### src/rtl/ant_link_pkg.sv
`timescale 1ns/1ps
// ant_link_pkg
// Shared definitions for the inter-cell ant-transfer link. The transmitter,
// the receiver (ant_link_rx) and the probe display all import this package,
// so that bit positions on the 9-bit neighbour bus and the link-state codes
// agree across the whole design.
package ant_link_pkg;

    // Bit positions on the 9-bit neighbour bus
    localparam int LINK_W       = 9;
    localparam int LINK_ACK     = 0;
    localparam int LINK_REQ     = 1;
    localparam int LINK_PAY_LSB = 2;
    localparam int LINK_PAY_MSB = 8;

    // Width of one ant payload
    localparam int ANT_W = 7;

    // Link-state codes shown on the probe display
    typedef enum logic [1:0] {
        LS_IDLE  = 2'd0,
        LS_ACK   = 2'd1,
        LS_STALL = 2'd2
    } link_state_e;

    // Extract the ant payload from a neighbour bus word
    function automatic logic [ANT_W-1:0] link_payload(input logic [LINK_W-1:0] bus);
        return bus[LINK_PAY_MSB:LINK_PAY_LSB];
    endfunction

endpackage

### src/rtl/ant_link_rx_if.sv
`timescale 1ns/1ps
// ant_link_rx_if
// Bundles the neighbour bus pair and the local valid/ready ant stream of
// one receive side.
//   inLink    neighbour -> rx bus (req on bit 1, payload on 8:2)
//   outLink   rx -> neighbour bus (ack on bit 0, rest zero)
//   antData   head-of-FIFO payload
//   antValid  FIFO non-empty
//   antReady  local cell consumes head entry
//   count     FIFO occupancy
//   linkState IDLE / ACK / STALL code for the probe display
// Modports: slave = the receiver, master = neighbour + local cell side.
interface ant_link_rx_if
    import ant_link_pkg::*;
#(
    parameter int CW = 3
) ();
    logic [LINK_W-1:0] inLink;
    logic [LINK_W-1:0] outLink;
    logic [ANT_W-1:0]  antData;
    logic              antValid;
    logic              antReady;
    logic [CW-1:0]     count;
    logic [1:0]        linkState;

    modport slave (
        input  inLink,
        input  antReady,
        output outLink,
        output antData,
        output antValid,
        output count,
        output linkState
    );

    modport master (
        output inLink,
        output antReady,
        input  outLink,
        input  antData,
        input  antValid,
        input  count,
        input  linkState
    );
endinterface

### src/rtl/ant_fifo.sv
`timescale 1ns/1ps
// ant_fifo
// DEPTH x W register FIFO holding received ants.
//   clk, rst_n  clock, async active-low reset (pointers and count only)
//   i_push      write i_data at the tail (ignored when full)
//   i_data      entry to write
//   i_pop       drop the head entry (ignored when empty)
//   o_data      head entry, combinational; meaningless when o_empty
//   o_full      count == DEPTH
//   o_empty     count == 0
//   o_count     occupancy 0..DEPTH
module ant_fifo #(
    parameter int DEPTH = 4,
    parameter int CW    = 3,
    parameter int W     = 7
) (
    input  logic          clk,
    input  logic          rst_n,
    input  logic          i_push,
    input  logic [W-1:0]  i_data,
    input  logic          i_pop,
    output logic [W-1:0]  o_data,
    output logic          o_full,
    output logic          o_empty,
    output logic [CW-1:0] o_count
);
    localparam int AW = (DEPTH > 1) ? $clog2(DEPTH) : 1;

    logic [W-1:0]  r_mem [DEPTH];
    logic [AW-1:0] r_wr_ptr;
    logic [AW-1:0] r_rd_ptr;
    logic [CW-1:0] r_count;

    logic w_push;
    logic w_pop;

    assign o_full  = (r_count == CW'(DEPTH));
    assign o_empty = (r_count == '0);
    assign o_count = r_count;
    assign o_data  = r_mem[r_rd_ptr];

    // Guarding here keeps count within 0..DEPTH whatever the caller does
    assign w_push = i_push && !o_full;
    assign w_pop  = i_pop  && !o_empty;

    // Storage carries no reset; stale entries are unreachable once count=0
    always_ff @(posedge clk) begin
        if (w_push) begin
            r_mem[r_wr_ptr] <= i_data;
        end
    end

    // DEPTH is a power of two, so pointers wrap by natural overflow
    always_ff @(posedge clk or negedge rst_n) begin
        if (!rst_n) begin
            r_wr_ptr <= '0;
            r_rd_ptr <= '0;
            r_count  <= '0;
        end else begin
            if (w_push) begin
                r_wr_ptr <= r_wr_ptr + AW'(1);
            end
            if (w_pop) begin
                r_rd_ptr <= r_rd_ptr + AW'(1);
            end
            case ({w_push, w_pop})
                2'b10:   r_count <= r_count + CW'(1);
                2'b01:   r_count <= r_count - CW'(1);
                default: r_count <= r_count;
            endcase
        end
    end
endmodule

### src/rtl/ant_link_rx.sv
`timescale 1ns/1ps
// ant_link_rx
// Receive end of the inter-cell ant link. Accepts one ant per four-phase
// req/ack pulse from the neighbour, buffers it in ant_fifo and presents it
// to the local cell as a valid/ready stream.
//   clk    system clock
//   rst_n  async active-low reset; drops ack at once and empties the FIFO
//   link   ant_link_rx_if.slave: inLink/outLink neighbour buses,
//          antData/antValid/antReady local stream, count, linkState
module ant_link_rx
    import ant_link_pkg::*;
#(
    parameter int DEPTH = 4,
    parameter int CW    = 3
) (
    input  logic          clk,
    input  logic          rst_n,
    ant_link_rx_if.slave  link
);
    link_state_e r_state;
    logic        r_ack;

    logic             w_req;
    logic [ANT_W-1:0] w_payload;
    logic             w_full;
    logic             w_empty;
    logic             w_push;
    logic             w_pop;
    logic [CW-1:0]    w_count;
    logic             w_unused_bit;

    assign w_req        = link.inLink[LINK_REQ];
    assign w_payload    = link_payload(link.inLink);
    assign w_unused_bit = link.inLink[LINK_ACK];

    // Push only from IDLE or STALL: ACK waits for req to fall, so each req
    // pulse yields exactly one entry. Full is the registered count, so a
    // same-cycle pop on a full FIFO cannot open room for this push.
    assign w_push = w_req && !w_full && (r_state != LS_ACK);
    assign w_pop  = link.antReady && !w_empty;

    ant_fifo #(
        .DEPTH (DEPTH),
        .CW    (CW),
        .W     (ANT_W)
    ) u_fifo (
        .clk     (clk),
        .rst_n   (rst_n),
        .i_push  (w_push),
        .i_data  (w_payload),
        .i_pop   (w_pop),
        .o_data  (link.antData),
        .o_full  (w_full),
        .o_empty (w_empty),
        .o_count (w_count)
    );

    always_ff @(posedge clk or negedge rst_n) begin
        if (!rst_n) begin
            r_state <= LS_IDLE;
            r_ack   <= 1'b0;
        end else begin
            case (r_state)
                LS_IDLE: begin
                    if (w_req && !w_full) begin
                        r_state <= LS_ACK;
                        r_ack   <= 1'b1;
                    end else if (w_req) begin
                        r_state <= LS_STALL;
                    end
                end
                LS_STALL: begin
                    if (!w_req) begin
                        // Offer withdrawn by the neighbour
                        r_state <= LS_IDLE;
                    end else if (!w_full) begin
                        r_state <= LS_ACK;
                        r_ack   <= 1'b1;
                    end
                end
                LS_ACK: begin
                    if (!w_req) begin
                        r_state <= LS_IDLE;
                        r_ack   <= 1'b0;
                    end
                end
                default: begin
                    r_state <= LS_IDLE;
                    r_ack   <= 1'b0;
                end
            endcase
        end
    end

    assign link.outLink   = {{(LINK_W-1){1'b0}}, r_ack};
    assign link.antValid  = !w_empty;
    assign link.count     = w_count;
    assign link.linkState = r_state;
endmodule

### src/flat_wrapper.sv
// flat-port wrapper written by rule: the top's interface ports become plain ports
module ant_link_rx_flat import ant_link_pkg::*;
#(
    parameter int DEPTH = 4,
    parameter int CW    = 3
)
  (clk, rst_n, link_inLink, link_antReady, link_outLink, link_antData, link_antValid, link_count, link_linkState);
  ant_link_rx_if #(.CW(CW)) link_i ();
  input  logic clk;
  input  logic rst_n;
  input wire logic [$bits(link_i.inLink)-1:0] link_inLink;
  input wire logic [$bits(link_i.antReady)-1:0] link_antReady;
  output wire logic [$bits(link_i.outLink)-1:0] link_outLink;
  output wire logic [$bits(link_i.antData)-1:0] link_antData;
  output wire logic [$bits(link_i.antValid)-1:0] link_antValid;
  output wire logic [$bits(link_i.count)-1:0] link_count;
  output wire logic [$bits(link_i.linkState)-1:0] link_linkState;
  assign link_i.inLink = link_inLink;
  assign link_i.antReady = link_antReady;
  assign link_outLink = link_i.outLink;
  assign link_antData = link_i.antData;
  assign link_antValid = link_i.antValid;
  assign link_count = link_i.count;
  assign link_linkState = link_i.linkState;
  ant_link_rx #(.DEPTH(DEPTH), .CW(CW)) u_core (.clk(clk), .rst_n(rst_n), .link(link_i));
endmodule
### config.mk
export PLATFORM = sky130hd
export DESIGN_NAME = ant_link_rx_flat
export DESIGN_NICKNAME = d
export VERILOG_FILES = /design/src/rtl/ant_link_pkg.sv /design/src/rtl/ant_link_rx_if.sv /design/src/rtl/ant_fifo.sv /design/src/rtl/ant_link_rx.sv /design/src/flat_wrapper.sv
export SDC_FILE = /design/constraint.sdc
export NUM_CORES = 1
export LEC_CHECK = 0
export BUFFER_PORTS_ARGS = -buffer_cell sky130_fd_sc_hd__buf_2
export CAP_MARGIN = 5
export CORE_MARGIN = 3
export CORE_UTILIZATION = 48
export CTS_CLUSTER_DIAMETER = 60
export CTS_CLUSTER_SIZE = 40
export DETAILED_ROUTE_END_ITERATION = 7
export PLACE_DENSITY = 0.75
export SKIP_CTS_REPAIR_TIMING = 1
export SLEW_MARGIN = 15
export SYNTH_ARGS = -nofsm -noshare
export SYNTH_HDL_FRONTEND = slang
export SYNTH_HIERARCHICAL = 1
export SYNTH_SLANG_ARGS = --single-unit
### constraint.sdc
create_clock -name clk -period 1.98 [get_ports clk]
set_input_delay 0.099 -clock clk [delete_from_list [all_inputs] [get_ports clk]]
set_output_delay 0.099 -clock clk [all_outputs]
set_load 0.01 [all_outputs]
==> results list <==
- Finish-stage setup viols: 1
- Summed over all layers, the routed wires come to about 2800 um.
* Initial antenna violation count: 0
- Row Count: 20
- Counting flops with an async set or reset pin after synthesis yields a share of 26.3%.
- In this run the tool buffered the top-level ports with 24 buffer cells.
- In this run the vertical extent of the chip is 64.7 um.
- Final routed wire length divided by cell count: 14.7 um
- Post-Place Setup Slack: -87.3 ps
* Leading area contributor after synthesis: edfxtp_1
* Commonest cells post-synth: 28 x edfxtp_1, 10 x dfrtp_1, 9 x buf_4
- Counting the fill cells in the layout gives 243.
* Endpoint required time on the critical path: around 2300 ps
* Post-synth design cell area: 1660 um2
- End of the worst register-to-register path: u_core/u_fifo/o_count[2]
* Number of storage elements in the synthesis netlist: 38
- 34 I/O pins were placed.
* Kind of cell adding the most delay to the critical path: simple AND/OR/NAND/NOR gates
- Worst Reg-to-Reg Cells: 11
* Vias in the first global route: 908
- Cells with a size suffix above 1 make up 45.8% of the layout.
* Clock tree from TritonCTS: built
- Maximum number of buffers from clock root to sink: 2
- Maximum number of pins on one net before global-route repair: 13
- Worst Max-Slew Pin Slew: 533 ps
- Share of the synthesized area in the top cell type: 50.8%
- During synthesis, Yosys emitted a total of 6 warnings.
- The worst hold path was traced through 3 stages.
* Worst-case register-to-register setup slack: -60 ps
- The worst pin sits at a relative slew slack of 64.5%.
- Counting the buffers created by CTS gives 5.
* Starting density of the core: 52.1%
- Violation count after the first detailed-route iteration: 24
- Final period utilization: 103%
- Mapped Cells: 98
- The worst setup path is of the reg2reg kind.
- Pre-antenna DRT Iters: 4
- Setup repair after global routing could not meet its margin everywhere.
- Pwr Density: 1320 nW/um2
* Antenna cell count: 0
* Tmin final: between 2000 and 2500 ps
- Counting tap cells, the placed design contains a total of 169 instances.
- Fin worst setup slack: -63.3 ps
- H-tree levels: 2
* Multi-input combinational cell area: 523 um2
* Highest attainable clock frequency: 489 MHz
- Counting distinct cell types in the post-synthesis netlist gives 28.
* Startpoint of the worst hold path: link_inLink[1]
- The detail route stage leaves a number of antenna-violating nets equal to 0.
* Die area: between 4000 and 5000 um2
- Core area: 3180 um2
- In this design, the stage delay of the slowest critical-path cell is 440 ps.
- Static leakage: 0.817 nW
- Post-synth EDFFs: 28
- Maximum net fanout on the critical path: 2
- Die X-Extent: 64.7 um
- Hold worst-path end: u_core/link.linkState[0]
* Post-synthesis area per instance: 16.9 um2
- Violated checks: setup timing
- Peak ir drop on the vdd network: 0.621 mV
* Run status: complete, but fails checks
- The largest individual stage delay along the critical path comes from the cell dfrtp_2.
- Routability-driven placement finished with a final weighted congestion of ~0.66.
* Vias per cell: 4.79
* Worst clock skew on the final layout: 2.59 ps
- MaxCap Viol Count: 0
- The number of endpoints with negative hold slack in the final report was 0.
- Clock-pin slew was measured on the worst setup and hold paths at 110 ps.
* CTS sink count: 38
* Global-route wire length before repair: 4330 um
- Most instantiated library cell after synthesis: edfxtp_1
- CTS Root Cell: clkbuf_4
- At the later pin of the worst-skew pair, clock insertion delay measures between 300 and 400 ps.
- Overall routing resource usage: 14.6%
- Post-route non-filler standard cell count: 188
- Startpoint of the worst-slack reg-to-reg timing path: u_core/u_fifo/o_count[0]
- Worst path most repeated cell: inv_2
- Area added between synthesis and finish: 22.8%
* Number of vias in the routed layout: 900
- Sequential area share after synthesis: 65.9%
- Sum of net half-perimeters after detailed placement: between 1500 and 2000 um
* Ranking of synthesized cells by area: edfxtp_1 51%, dfrtp_1 15%, mux4_2 9.5%, buf_4 4.1%, ha_1 3.8%
- Global routing finished with a remaining overflow of 0.
- Critical path cell sequence: nor3b_4 -> inv_2 -> and3_4 -> nor2b_4 -> inv_2 -> ha_4 -> inv_2 -> fa_2 -> xor2_1 -> nor2_1 -> xor2_1
- Sort of element at the start of the critical path: flip-flop
- Area used by sequential logic in the layout: between 1000 and 1500 um2
* Main synth FF type: edfxtp_1
* Arrival time at the worst endpoint: 2310 ps
* Final Max Slew Viols: 0
- Count of buffering cells on the critical path with inverters included: 3
- # DRC: 0
- Final layout net count: 161
* Hold crit path type: in2reg
* Endpoint type of the worst setup path: flip-flop
[per-stage QoR]
stage	cell area (um2)	TNS [ps]	power [mW]	hold slack, ps	util (%)
6_report	2030	-63.3	2.69	17.0	63.9
5_1_grt	2030	-167	2.86	29.4	63.9
4_1_cts	1900	-131	2.60	-407	59.6
3_5_place_dp	1840	-87.3	2.22	-29.9	58.0
3_3_place_gp	1840	-7.02	2.16	-32.7	58.0
2_1_floorplan	1690	-138	1.86	-197	-
[tightest hold or removal path, stage by stage]
cell     delay (ps)
buf_2           130
o21ai_1          70
a21oi_1          40
[how the worst max path moves through the flow]
stage | start | to | slack [ps] | cells past startpoint
CTS | u_core/u_fifo/o_count[1] | u_core/u_fifo/o_count[2] | -130 | 11
floorplan | u_core/u_fifo/o_count[1] | u_core/u_fifo/o_count[2] | -120 | 11
detailed placement | u_core/u_fifo/o_count[1] | u_core/u_fifo/o_count[2] | -90 | 11
finish | u_core/u_fifo/o_count[0] | u_core/u_fifo/o_count[2] | -60 | 11
global placement | u_core/u_fifo/o_count[1] | u_core/u_fifo/o_count[2] | -7 | 11
global route | u_core/u_fifo/o_count[0] | u_core/u_fifo/o_count[2] | -150 | 11
[kinds of logic after synthesis]
logic type | synth area share (%)
DFF | 65.9
other | 0.227
muxes | 11.0
buffers and inverters | 6.42
AOI/OAI and AO/OA | 1.89
and+or+nand+nor | 6.35
xor gates and xnor gates | 3.18
adders and majority gates | 4.99
[layout make-up]
class	instances	share of cell area [%]
clock buffer	5	1.85
tap	44	2.71
sequential	38	53.9
inverter	8	1.48
multi-input combinational	48	25.7
timing repair buffer	42	13.5
clock inverter	3	0.800
[registers in the layout, summed over array words and instances (netlist names)]
signal	cells
u_core/link.linkState	2
u_core/u_fifo/r_rd_ptr	2
u_core/u_fifo/r_mem	28
u_core/u_fifo/r_wr_ptr	2
u_core/u_fifo/o_count	3
u_core/r_ack	1
[per-layer routing]
layer / share of wire [%] / GRT usage [%] / wire length (um)
met4: 3.5 / 6.33 / 97
met1: 36 / 15.4 / 985
met5: 0 / 0 / 0
met2: 54 / 25.4 / 1500
met3: 6.6 / 5.89 / 183
[where the power goes]
| group | total (mW) | switching (mW) | internal, mW |
|---|---|---|---|
| combinational | 1.11 | 0.507 | 0.605 |
| sequential | 1.19 | 0.160 | 1.03 |
| clock | 0.383 | 0.252 | 0.132 |
[placed cells by master, fill, tap and decap left out, drive strengths merged, types with 3 or more instances in the layout]
cell type    Yosys  routed
buf             10      34
edfxtp          28      28
dfrtp           10      10
dlygate4sd3      0       8
conb             1       8
inv              8       8
mux4             7       7
clkbuf           1       5
ha               5       5
and2             4       4
xnor2            3       3
xor2             3       3
(Power assumes the default switching activity.)
